`config.mk`:
```
export PLATFORM = sky130hd
export DESIGN_NAME = fpu_mul_arbiter_flat
export DESIGN_NICKNAME = d
export VERILOG_FILES = /design/src/rtl/fpu_pkg.sv /design/src/rtl/fpu_mul_arbiter_if.sv /design/src/rtl/fpu_rr_pick.sv /design/src/rtl/fpu_mul_arbiter.sv /design/src/flat_wrapper.sv
export SDC_FILE = /design/constraint.sdc
export NUM_CORES = 1
export LEC_CHECK = 0
export ABC_AREA = 0
export BUFFER_PORTS_ARGS = -buffer_cell sky130_fd_sc_hd__buf_2
export CAP_MARGIN = 20
export CORE_AREA = 5 5 152 154
export DETAILED_ROUTE_END_ITERATION = 16
export DIE_AREA = 0 0 157 159
export HOLD_SLACK_MARGIN = 0.1
export MAX_ROUTING_LAYER = met4
export SETUP_SLACK_MARGIN = 0.15
export SYNTH_ARGS = -nofsm -noshare
export SYNTH_HDL_FRONTEND = slang
export SYNTH_SLANG_ARGS = --single-unit
```
`constraint.sdc`:
```
create_clock -name clk_i -period 4.1 [get_ports clk_i]
set_input_delay 0.615 -clock clk_i [delete_from_list [all_inputs] [get_ports clk_i]]
set_output_delay 0.615 -clock clk_i [all_outputs]
set_load 0.02 [all_outputs]
```
`src/rtl/fpu_pkg.sv`:
```
// Shared FPU package: operand width, multiplier tag type and common FP constants.
package fpu_pkg;

    localparam int unsigned FP_W      = 32;
    localparam int unsigned MAX_REQ   = 8;
    localparam int unsigned TAG_IDX_W = $clog2(MAX_REQ);

    // In-flight multiply tag: valid flag plus the index of the issuing requester.
    typedef struct packed {
        logic                 valid;
        logic [TAG_IDX_W-1:0] idx;
    } tag_t;

    // Constants used by the requester paths.
    localparam logic [FP_W-1:0] FP_ONE     = 32'h3F80_0000;
    localparam logic [FP_W-1:0] FP_TWO_P25 = 32'h4C00_0000;

    // Builds a tag from its fields.
    function automatic tag_t make_tag(input logic valid, input logic [TAG_IDX_W-1:0] idx);
        tag_t t;
        t.valid = valid;
        t.idx   = idx;
        return t;
    endfunction

endpackage

```
`src/rtl/fpu_mul_arbiter_if.sv`:
```
// Requester and multiplier bus of the shared mul32 arbiter.
// slave: arbiter side; master: requesters plus multiplier side.
interface fpu_mul_arbiter_if
    import fpu_pkg::*;
#(
    parameter int unsigned NUM_REQ = 4
);

    logic [NUM_REQ-1:0]      req_valid_i;
    logic [FP_W*NUM_REQ-1:0] req_a_i;
    logic [FP_W*NUM_REQ-1:0] req_b_i;
    logic [NUM_REQ-1:0]      req_ready_o;
    logic [NUM_REQ-1:0]      rsp_valid_o;
    logic [FP_W-1:0]         rsp_data_o;
    logic                    mul_valid_o;
    logic [FP_W-1:0]         mul_a_o;
    logic [FP_W-1:0]         mul_b_o;
    logic [FP_W-1:0]         mul_p_i;
    logic                    idle_o;

    modport slave (
        input  req_valid_i, req_a_i, req_b_i, mul_p_i,
        output req_ready_o, rsp_valid_o, rsp_data_o,
               mul_valid_o, mul_a_o, mul_b_o, idle_o
    );

    modport master (
        output req_valid_i, req_a_i, req_b_i, mul_p_i,
        input  req_ready_o, rsp_valid_o, rsp_data_o,
               mul_valid_o, mul_a_o, mul_b_o, idle_o
    );

endinterface

```
`src/rtl/fpu_rr_pick.sv`:
```
// Combinational round-robin picker: first eligible index at or above ptr, wrapping.
module fpu_rr_pick #(
    parameter  int unsigned NUM_REQ = 4,
    localparam int unsigned IDX_W   = $clog2(NUM_REQ)
) (
    input  logic [NUM_REQ-1:0] eligible,
    input  logic [IDX_W-1:0]   ptr,
    output logic [NUM_REQ-1:0] grant,
    output logic [IDX_W-1:0]   gidx
);

    logic             found;
    logic [IDX_W-1:0] cand;

    // Scan NUM_REQ positions starting at ptr; the first eligible one wins.
    always_comb begin
        grant = '0;
        gidx  = '0;
        found = 1'b0;
        cand  = '0;
        for (int unsigned k = 0; k < NUM_REQ; k++) begin
            cand = IDX_W'((32'(ptr) + k) % NUM_REQ);
            if (!found && eligible[cand]) begin
                found       = 1'b1;
                grant[cand] = 1'b1;
                gidx        = cand;
            end
        end
    end

endmodule

```
`src/rtl/fpu_mul_arbiter.sv`:
```
// Shares one fixed-latency mul32 among NUM_REQ requesters. A tag pipeline aligned
// with the multiplier latency routes each product back to its issuer.
// Optional build macro: FPU_MUL_ARB_PRIO_EN gives requester 0 fixed top priority.
module fpu_mul_arbiter
    import fpu_pkg::*;
#(
    parameter int unsigned NUM_REQ = 4,
    parameter int unsigned MUL_LAT = 2
) (
    input  logic               clk_i,
    input  logic               rst_i,
    fpu_mul_arbiter_if.slave   bus
);

    localparam int unsigned IDX_W      = $clog2(NUM_REQ);
    localparam int unsigned TAG_STAGES = MUL_LAT + 1;

    logic [NUM_REQ-1:0] busy_q, busy_d;
    logic [IDX_W-1:0]   ptr_q, ptr_d;
    logic               mul_valid_q, mul_valid_d;
    logic [FP_W-1:0]    mul_a_q, mul_a_d;
    logic [FP_W-1:0]    mul_b_q, mul_b_d;
    logic [NUM_REQ-1:0] rsp_valid_q, rsp_valid_d;
    logic [FP_W-1:0]    rsp_data_q, rsp_data_d;
    tag_t               tag_q [TAG_STAGES];
    tag_t               tag_d [TAG_STAGES];

    logic [NUM_REQ-1:0] eligible_c;
    logic [NUM_REQ-1:0] rr_grant_c;
    logic [IDX_W-1:0]   rr_gidx_c;
    logic [NUM_REQ-1:0] grant_c;
    logic [IDX_W-1:0]   gidx_c;
    logic               ptr_hold_c;
    logic               accept_c;
    tag_t               tag_out_c;
    logic [IDX_W-1:0]   rsp_idx_c;

    // A requester with a multiply in flight cannot be granted again.
    assign eligible_c = bus.req_valid_i & ~busy_q;

    fpu_rr_pick #(
        .NUM_REQ (NUM_REQ)
    ) u_pick (
        .eligible (eligible_c),
        .ptr      (ptr_q),
        .grant    (rr_grant_c),
        .gidx     (rr_gidx_c)
    );

    // Final grant: round-robin result, optionally overridden by requester 0.
    always_comb begin
        grant_c    = rr_grant_c;
        gidx_c     = rr_gidx_c;
        ptr_hold_c = 1'b0;
`ifdef FPU_MUL_ARB_PRIO_EN
        if (eligible_c[0]) begin
            grant_c    = NUM_REQ'(1);
            gidx_c     = '0;
            ptr_hold_c = 1'b1;
        end
`endif
    end

    assign accept_c  = |grant_c;
    assign tag_out_c = tag_q[MUL_LAT];
    assign rsp_idx_c = IDX_W'(tag_out_c.idx);

    // Next-state: issue on grant, retire on tag output, shift the tag pipeline.
    always_comb begin
        busy_d      = busy_q;
        ptr_d       = ptr_q;
        mul_valid_d = accept_c;
        mul_a_d     = mul_a_q;
        mul_b_d     = mul_b_q;
        rsp_valid_d = '0;
        rsp_data_d  = rsp_data_q;

        if (tag_out_c.valid) begin
            rsp_valid_d       = NUM_REQ'(1) << rsp_idx_c;
            rsp_data_d        = bus.mul_p_i;
            busy_d[rsp_idx_c] = 1'b0;
        end

        if (accept_c) begin
            busy_d[gidx_c] = 1'b1;
            mul_a_d        = bus.req_a_i[FP_W*gidx_c +: FP_W];
            mul_b_d        = bus.req_b_i[FP_W*gidx_c +: FP_W];
            if (!ptr_hold_c) begin
                ptr_d = (gidx_c == IDX_W'(NUM_REQ - 1)) ? '0 : gidx_c + IDX_W'(1);
            end
        end

        tag_d[0] = make_tag(accept_c, TAG_IDX_W'(gidx_c));
        for (int unsigned k = 1; k < TAG_STAGES; k++) begin
            tag_d[k] = tag_q[k-1];
        end
    end

    // State registers; reset discards all in-flight tags.
    always_ff @(posedge clk_i) begin
        if (rst_i) begin
            busy_q      <= '0;
            ptr_q       <= '0;
            mul_valid_q <= 1'b0;
            mul_a_q     <= '0;
            mul_b_q     <= '0;
            rsp_valid_q <= '0;
            rsp_data_q  <= '0;
            for (int unsigned k = 0; k < TAG_STAGES; k++) begin
                tag_q[k] <= '0;
            end
        end else begin
            busy_q      <= busy_d;
            ptr_q       <= ptr_d;
            mul_valid_q <= mul_valid_d;
            mul_a_q     <= mul_a_d;
            mul_b_q     <= mul_b_d;
            rsp_valid_q <= rsp_valid_d;
            rsp_data_q  <= rsp_data_d;
            for (int unsigned k = 0; k < TAG_STAGES; k++) begin
                tag_q[k] <= tag_d[k];
            end
        end
    end

    // Output mapping.
    assign bus.req_ready_o = grant_c;
    assign bus.rsp_valid_o = rsp_valid_q;
    assign bus.rsp_data_o  = rsp_data_q;
    assign bus.mul_valid_o = mul_valid_q;
    assign bus.mul_a_o     = mul_a_q;
    assign bus.mul_b_o     = mul_b_q;
    assign bus.idle_o      = ~|busy_q;

endmodule

```
`src/flat_wrapper.sv`:
```
// flat-port wrapper written by rule: the top's interface ports become plain ports
module fpu_mul_arbiter_flat import fpu_pkg::*;
#(
    parameter int unsigned NUM_REQ = 4,
    parameter int unsigned MUL_LAT = 2
)
  (clk_i, rst_i, bus_req_valid_i, bus_req_a_i, bus_req_b_i, bus_mul_p_i, bus_req_ready_o, bus_rsp_valid_o, bus_rsp_data_o, bus_mul_valid_o, bus_mul_a_o, bus_mul_b_o, bus_idle_o);
  fpu_mul_arbiter_if #(.NUM_REQ(NUM_REQ)) bus_i ();
  input  logic clk_i;
  input  logic rst_i;
  input wire logic [$bits(bus_i.req_valid_i)-1:0] bus_req_valid_i;
  input wire logic [$bits(bus_i.req_a_i)-1:0] bus_req_a_i;
  input wire logic [$bits(bus_i.req_b_i)-1:0] bus_req_b_i;
  input wire logic [$bits(bus_i.mul_p_i)-1:0] bus_mul_p_i;
  output wire logic [$bits(bus_i.req_ready_o)-1:0] bus_req_ready_o;
  output wire logic [$bits(bus_i.rsp_valid_o)-1:0] bus_rsp_valid_o;
  output wire logic [$bits(bus_i.rsp_data_o)-1:0] bus_rsp_data_o;
  output wire logic [$bits(bus_i.mul_valid_o)-1:0] bus_mul_valid_o;
  output wire logic [$bits(bus_i.mul_a_o)-1:0] bus_mul_a_o;
  output wire logic [$bits(bus_i.mul_b_o)-1:0] bus_mul_b_o;
  output wire logic [$bits(bus_i.idle_o)-1:0] bus_idle_o;
  assign bus_i.req_valid_i = bus_req_valid_i;
  assign bus_i.req_a_i = bus_req_a_i;
  assign bus_i.req_b_i = bus_req_b_i;
  assign bus_i.mul_p_i = bus_mul_p_i;
  assign bus_req_ready_o = bus_i.req_ready_o;
  assign bus_rsp_valid_o = bus_i.rsp_valid_o;
  assign bus_rsp_data_o = bus_i.rsp_data_o;
  assign bus_mul_valid_o = bus_i.mul_valid_o;
  assign bus_mul_a_o = bus_i.mul_a_o;
  assign bus_mul_b_o = bus_i.mul_b_o;
  assign bus_idle_o = bus_i.idle_o;
  fpu_mul_arbiter #(.NUM_REQ(NUM_REQ), .MUL_LAT(MUL_LAT)) u_core (.clk_i(clk_i), .rst_i(rst_i), .bus(bus_i));
endmodule
```
== Word level (Yosys, flattened, before mapping) ==
Memories as Yosys holds them, arrays and structs flattened.
Index checks and enable logic that the tools add are counted.

* $add $sub $neg: 4
* $lt $le $gt $ge: 12
* Eq/ne operators: 1
* Shift operators: 3
* Mux-type cells: 40
* Bitwise gates (word level): 12
* Reduce and logical (&&, ||, !) cells: 16

{| class="wikitable"
|+ Operators with widths
! kind !! number
|-
| 128-bit by 8-bit indexed part select with 32-bit output || 2
|-
| 4-bit two-way mux || 9
|-
| 2-bit by 3-bit less-than comparator with 1-bit output, second input constant || 6
|-
| 1-bit two-way mux || 16
|-
| 4-bit bitwise OR || 4
|-
| 1-bit demux with 2-bit select || 6
|-
| 2-bit by 1-bit greater-or-equal comparator with 1-bit output, second input constant || 6
|-
| 2-bit two-way mux || 5
|-
| 1-bit logical AND || 9
|-
| 4-bit AND || 2
|-
| 1-bit binary-select mux with 2-bit select || 4
|-
| 4-bit NOT || 2
|-
| 4-bit OR reduction || 2
|-
| 2-bit by 1-bit adder with 2-bit output, second input constant || 2
|-
| 2-bit adder, second input constant || 2
|-
| 1-bit zero test || 4
|-
| 1-bit by 2-bit left shift with 4-bit output, first input constant || 1
|-
| 1-bit bitwise OR || 3
|-
| 2-bit == test, second input constant || 1
|-
| 2-bit OR reduction || 1
|-
| 1-bit NOT || 1
|}

* Register bits: 107
* RAM bits: 12
* Input port bits: 294
* Output and inout bits: 106
* Word-level logic and storage cells: 96
* Memories: 1

{| class="wikitable"
|+ Memory list
! name !! words !! bits a word !! rd ports !! clocked after memory_dff !! write ports !! line !! source
|-
| u_core.tag_q || 3 || 4 || 3 || 0 || 3 || fpu_mul_arbiter.sv:25 || <nowiki>tag_t tag_q [TAG_STAGES];</nowiki>
|}

== Longest topological paths before layout ==
* Depth in word-level cells: 20
* Depth in mapped cells: 14
* Gate-level depth less buffers: 10

== Cells and area by module ==
Synthesis repeated with hierarchy kept, for this count alone.

* Cell total of the unflattened synthesis: 441
* Area total of the unflattened synthesis: 5749.3 µm²

{| class="wikitable"
|+ Modules (own cells, without submodules)
! module !! times used !! cells an instance !! area an instance (µm²) !! seq. area each (µm²)
|-
| fpu_mul_arbiter || 1 || 393 || 5310.1 || 2302.2
|-
| fpu_rr_pick || 1 || 48 || 439.2 || 0.0
|}

== Worst setup path before layout ==
No wires, ideal clock.

* Path kind: reg2reg
* Start point: register u_core.ptr_q[0]
* End point: register u_core.mul_a_q[15], in the netlist u_core.bus.mul_a_o[15]
* Library setup time: 128 ps
* Arrival: 3414 ps
* Required time: 3972 ps
* Slack: 558 ps
* Stages on the path, launching flop included: 14
* Buffers on the path: 4
* Cells stage by stage: dfxtp_1 -> inv_1 -> buf_1 -> ha_1 -> clkbuf_2 -> or3_1 -> a2111oi_1 -> a221o_1 -> a221o_1 -> or4_1 -> buf_4 -> buf_6 -> mux2i_1 -> nor2_1

* Word-level cells in the longest chain between the ends: 13

{| class="wikitable"
|+ Ends and longest elaborated chain
! what !! line !! source
|-
| start, declared || fpu_mul_arbiter.sv:19 || <nowiki>logic [IDX_W-1:0] ptr_q, ptr_d;</nowiki>
|-
| start signal, assigned || fpu_mul_arbiter.sv:114 || <nowiki>ptr_q <= ptr_d;</nowiki>
|-
| parallel branches: the longest is 11 deep, another holds 2-bit by 3-bit less-than comparator with 1-bit output || - ||
|-
| 4-bit two-way mux * || fpu_rr_pick.sv:23 || <nowiki>if (!found && eligible[cand]) begin</nowiki>
|-
| net bus_req_ready_o[3] || flat_wrapper.sv:15 || <nowiki>output wire logic [$bits(bus_i.req_ready_o)-1:0] bus_req_ready_o;</nowiki>
|-
| 4-bit OR reduction * || fpu_mul_arbiter.sv:64 || <nowiki>assign accept_c = |grant_c;</nowiki>
|-
| end signal, assigned || fpu_mul_arbiter.sv:116 || <nowiki>mul_a_q <= mul_a_d;</nowiki>
|-
| end, declared || fpu_mul_arbiter.sv:21 || <nowiki>logic [FP_W-1:0] mul_a_q, mul_a_d;</nowiki>
|}

Mark *: on every way through the listed nets, which the timed path passes. The select of a mux whose other input is x is not followed.
A chain may end at the register's enable or synchronous reset.

== Final worst setup path ==
* Start point: register u_core.ptr_q[1]
* End point: output port bus_req_ready_o[3]

* Word-level cells in the longest chain between the ends: 12

{| class="wikitable"
|+ Ends and longest elaborated chain
! what !! line
|-
| parallel branches: the longest is 11 deep, another holds 2-bit by 3-bit less-than comparator with 1-bit output || -
|-
| 4-bit two-way mux * || fpu_rr_pick.sv:23
|-
| end, declared || flat_wrapper.sv:15
|}

Mark *: on every way between the ends. The select of a mux whose other input is x is not followed.

==> results by group <==
Routing
  – Number of nets with antenna violations after detailed routing: 0
  – Iteration-0 DRC Markers: roughly 310
  – Number of iterations in the first detailed-routing pass: 4
  – DRC violations left: 0
  – Routed WL per cell: 15.6 um
  – Via Count: 6023
  – Sum of routed wire length over all layers: 20600 um
  – Detail-routed via count per cell: 4.56

Finish
  – Fill cell total of the finished layout: roughly 2100
  – Sequential cell area: 0.00230 mm^2
  – Layout area overhead: 44.1%
  – Proportion of layout cells with a drive suffix above 1: 43.5%
  – Area taken by multi-input logic gates: roughly 0.004 mm^2
  – Fin nets: around 1300

Clock tree
  – Clock-pin slew on the worst setup and hold paths: 0.06 ns
  – Hold buffers post-CTS: 0
  – Inserted Clock Buffers: 17
  – TritonCTS clock tree: done
  – Post-CTS repair timing setup buffer count: 0
  – CTS H-Tree Depth: 4
  – Worst-skew pair later-pin latency: about 0.40 ns
  – Clk sink count: between 100 and 150
  – Number of gates given a new drive strength after cts: 0
  – Maximum clock path buffer count: 2
  – Root buffer selected by CTS: sky130_fd_sc_hd__clkbuf_16

STA
  – Slew Viols, Final: 0
  – Setup Skew: around 0.0095 ns
  – Final clock period utilization by the worst path: between 80% and 90%
  – Slew at the pin with the worst max-slew slack: 1.06 ns
  – Max Fclk: roughly 290 MHz
  – Final number of hold-violating endpoints: 0
  – Setup repair after global routing missed its margin: false
  – Headroom to the max-slew limit: 29.4%
  – Final setup violation count: 0
  – Sum Neg Setup Slack: 0 ns
  – Crit path setup slack, layout: 0.622 ns
  – Final min period: approximately 3.5 ns

Pwr
  – Largest voltage drop on the vdd net: between 900 and 1000 uV
  – Power Dens Cells: approximately 850 mW/mm^2
  – Static leakage power: approximately 5.3 nW

Outcome
  – Run status: finished clean

Die
  – Core Rows: 54
  – Die area: 0.0250 mm^2
  – Die width: roughly 160 um
  – Area of the core region: 0.0216 mm^2
  – Number of top-level pins: 400
  – Die Height: approximately 160 um
  – Initial cell density of the core: between 30 and 40%

Yosys
  – Combinational family with the most area after synthesis: multiplexers
  – Synth Area in XOR/XNOR: 0%
  – Post-synthesis register bit count: 115
  – Top-count cell post-synth: sky130_fd_sc_hd__mux2i_1
  – Most area-hungry cell type in the Yosys netlist: sky130_fd_sc_hd__mux2i_1
  – Number of synthesized flops with an enable pin: 0
  – Share of synthesized area spent on multiplexers: between 40% and 50%
  – Synth Cell Area: ~0.0065 mm^2
  – Area share of fa/ha/maj cells after synthesis: under 10%
  – Post-synthesis share of cell area spent on and, or, nand and nor gates: between 10% and 20%
  – Gate count of the mapped netlist: about 650
  – Seq/Total Area, Yosys: 35.2%
  – FFs w/ async S/R, synth: 0%
  – Leading post-synthesis cells by cell area: sky130_fd_sc_hd__mux2i_1 (44%), sky130_fd_sc_hd__dfxtp_1 (35%), sky130_fd_sc_hd__nor2_1 (5.9%), sky130_fd_sc_hd__ha_1 (2.3%), sky130_fd_sc_hd__clkbuf_1 (1.8%)
  – Avg Cell Area, Syn: between 10 and 15 um^2
  – Dominant synthesized flop cell: sky130_fd_sc_hd__dfxtp_1
  – Post-synth net total: about 950
  – Yosys warning count: 0
  – List of most frequent post-synthesis cells: sky130_fd_sc_hd__mux2i_1 (289), sky130_fd_sc_hd__dfxtp_1 (115), sky130_fd_sc_hd__nor2_1 (103), sky130_fd_sc_hd__clkbuf_1 (32), sky130_fd_sc_hd__ha_1 (12)
  – Netlist cell types: 40
  – Area share of the largest cell type after synthesis: 44.2%
  – Compound-Gate Fraction of Synth Area: about 3.4%

Worst setup path
  – Worst path buffer plus inverter count: 3
  – Crit path capture type: primary output
  – Critical path cell sequence: inv_2 > ha_1 > or3_1 > a2111oi_1 > buf_4 > a221o_1 > a221o_1 > buf_2
  – Crit path largest cell delay: 0.53 ns
  – Largest fanout on the critical path: 9
  – Arrival time worst endpoint: approximately 2.9 ns
  – Crit-path leading delay family: compound AO/OA/AOI/OAI gates
  – Critical path start-end classification: register to primary output
  – Nature of the critical path startpoint: register
  – Highest-delay cell along the critical path: sky130_fd_sc_hd__dfxtp_1
  – Most prevalent standard cell on the critical path: sky130_fd_sc_hd__a221o_1
  – Required arrival time at the worst endpoint: ~3.5 ns

Global route
  – Grt total ovfl: 0
  – Vias in the first global route: between 6000 and 7000
  – Pin count of the biggest net entering global routing: 100
  – Number of antenna violations at the first check in global routing: 2
  – First-pass GRT wire length: around 32000 um
  – Global router's overall resource usage: between 10% and 20%

Place
  – DPL Wire Length: 16400 um
  – Number of port buffers: 399
  – Weighted congestion at the end of routability-driven global placement: 0.799
  – Worst setup slack before clock tree synthesis: 0.755 ns

Hold path
  – Hold/Removal Path Class: register to register

Flow run
  – Max capacitance violation total: 0
-- sequential cells by signal, summed over array words and instances (netlist names) --
| register | flops |
|---|---|
| u_core.bus.mul_a_o | 32 |
| u_core.bus.mul_b_o | 32 |
| u_core.bus.rsp_data_o | 32 |
| u_core.bus.rsp_valid_o | 4 |
| u_core.busy_q | 4 |
| u_core.ptr_q | 2 |
| u_core.tag_q | 9 |
-- cell usage in the layout (no fill, tap or decap), types with 2 or more instances in the layout --
cell type,n
sky130_fd_sc_hd__buf_2,398
sky130_fd_sc_hd__mux2i_1,289
sky130_fd_sc_hd__dfxtp_1,114
sky130_fd_sc_hd__nor2_1,103
sky130_fd_sc_hd__clkbuf_16,17
sky130_fd_sc_hd__ha_1,12
sky130_fd_sc_hd__nor2b_1,11
sky130_fd_sc_hd__a221o_1,8
sky130_fd_sc_hd__buf_4,7
sky130_fd_sc_hd__inv_6,6
sky130_fd_sc_hd__buf_12,6
sky130_fd_sc_hd__o21ai_0,5
sky130_fd_sc_hd__nand2b_1,5
sky130_fd_sc_hd__nand3_1,5
sky130_fd_sc_hd__nand2_1,4
sky130_fd_sc_hd__a21oi_1,4
sky130_fd_sc_hd__and4_1,4
sky130_fd_sc_hd__and2_1,4
sky130_fd_sc_hd__clkinvlp_4,4
sky130_fd_sc_hd__diode_2,2
sky130_fd_sc_hd__a22oi_1,2
sky130_fd_sc_hd__nor4bb_1,2
sky130_fd_sc_hd__inv_1,2
sky130_fd_sc_hd__inv_2,2
sky130_fd_sc_hd__mux4_2,2
sky130_fd_sc_hd__and3_1,2
sky130_fd_sc_hd__bufinv_16,2
sky130_fd_sc_hd__clkinv_4,2
-- layer usage --
| layer | track usage [%] | up-vias | routed length (um) | share of wire [%] |
|---|---|---|---|---|
| met1 | 18.8 | 2697 | 8230 | 40 |
| met3 | 3.94 | 23 | 1510 | 7.3 |
| li1 | - | 3079 | - | - |
| met2 | 27.9 | 224 | 10500 | 51 |
| met5 | - | - | 0 | 0 |
| met4 | 5.05 | 0 | 357 | 1.7 |
-- where the power goes --
| part | leakage, nW | switching (mW) | internal, mW | total (mW) |
|---|---|---|---|---|
| Combinational | 4.04 | 2.65 | 2.31 | 4.96 |
| Clock | 0.280 | 0.569 | 0.911 | 1.48 |
| Sequential | 0.946 | 0.174 | 1.43 | 1.61 |
-- cell type report --
cell class	count	share of cell area, %
clock inverters	15	1.82
multi-input cells	478	42.4
repair buffers	411	23.0
diodes	2	0.0531
clock buffers	17	4.51
well taps	280	3.71
flip-flops and latches	115	24.4
inverters	4	0.159
-- logic make-up after synthesis --
group / count (synthesis)
AOI/OAI and AO/OA: 28
adders and majority gates: 12
buffers and inverters: 54
DFF: 115
muxes: 291
and+or+nand+nor: 147
-- through the flow --
step / cells / area [um^2] / hold slack (ns) / util [%] / power, mW
after floorplan: 647 / 6550 / 0.414 / - / 5.55
after global placement: 1288 / 8830 / 0.416 / 41.0 / 6.58
after detailed placement: 1288 / 8830 / 0.427 / 41.0 / 6.66
after CTS: 1320 / 9430 / 0.423 / 43.7 / 8.17
after global routing: 1322 / 9430 / 0.433 / 43.8 / 8.64
final: 1322 / 9430 / 0.430 / 43.8 / 8.04
-- final timing paths --
kind	startpoint	endpoint	slack [ns]	cells past startpoint
max	u_core.ptr_q[1]	bus_req_ready_o[3]	0.62	8
min	u_core.tag_q[0][5]	u_core.tag_q[0][9]	0.43	1
max reg2reg	u_core.ptr_q[1]	u_core.bus.mul_b_o[31]	0.76	11
min reg2reg	u_core.tag_q[0][5]	u_core.tag_q[0][9]	0.43	1
No activity file was read; power rests on OpenSTA's default activity.
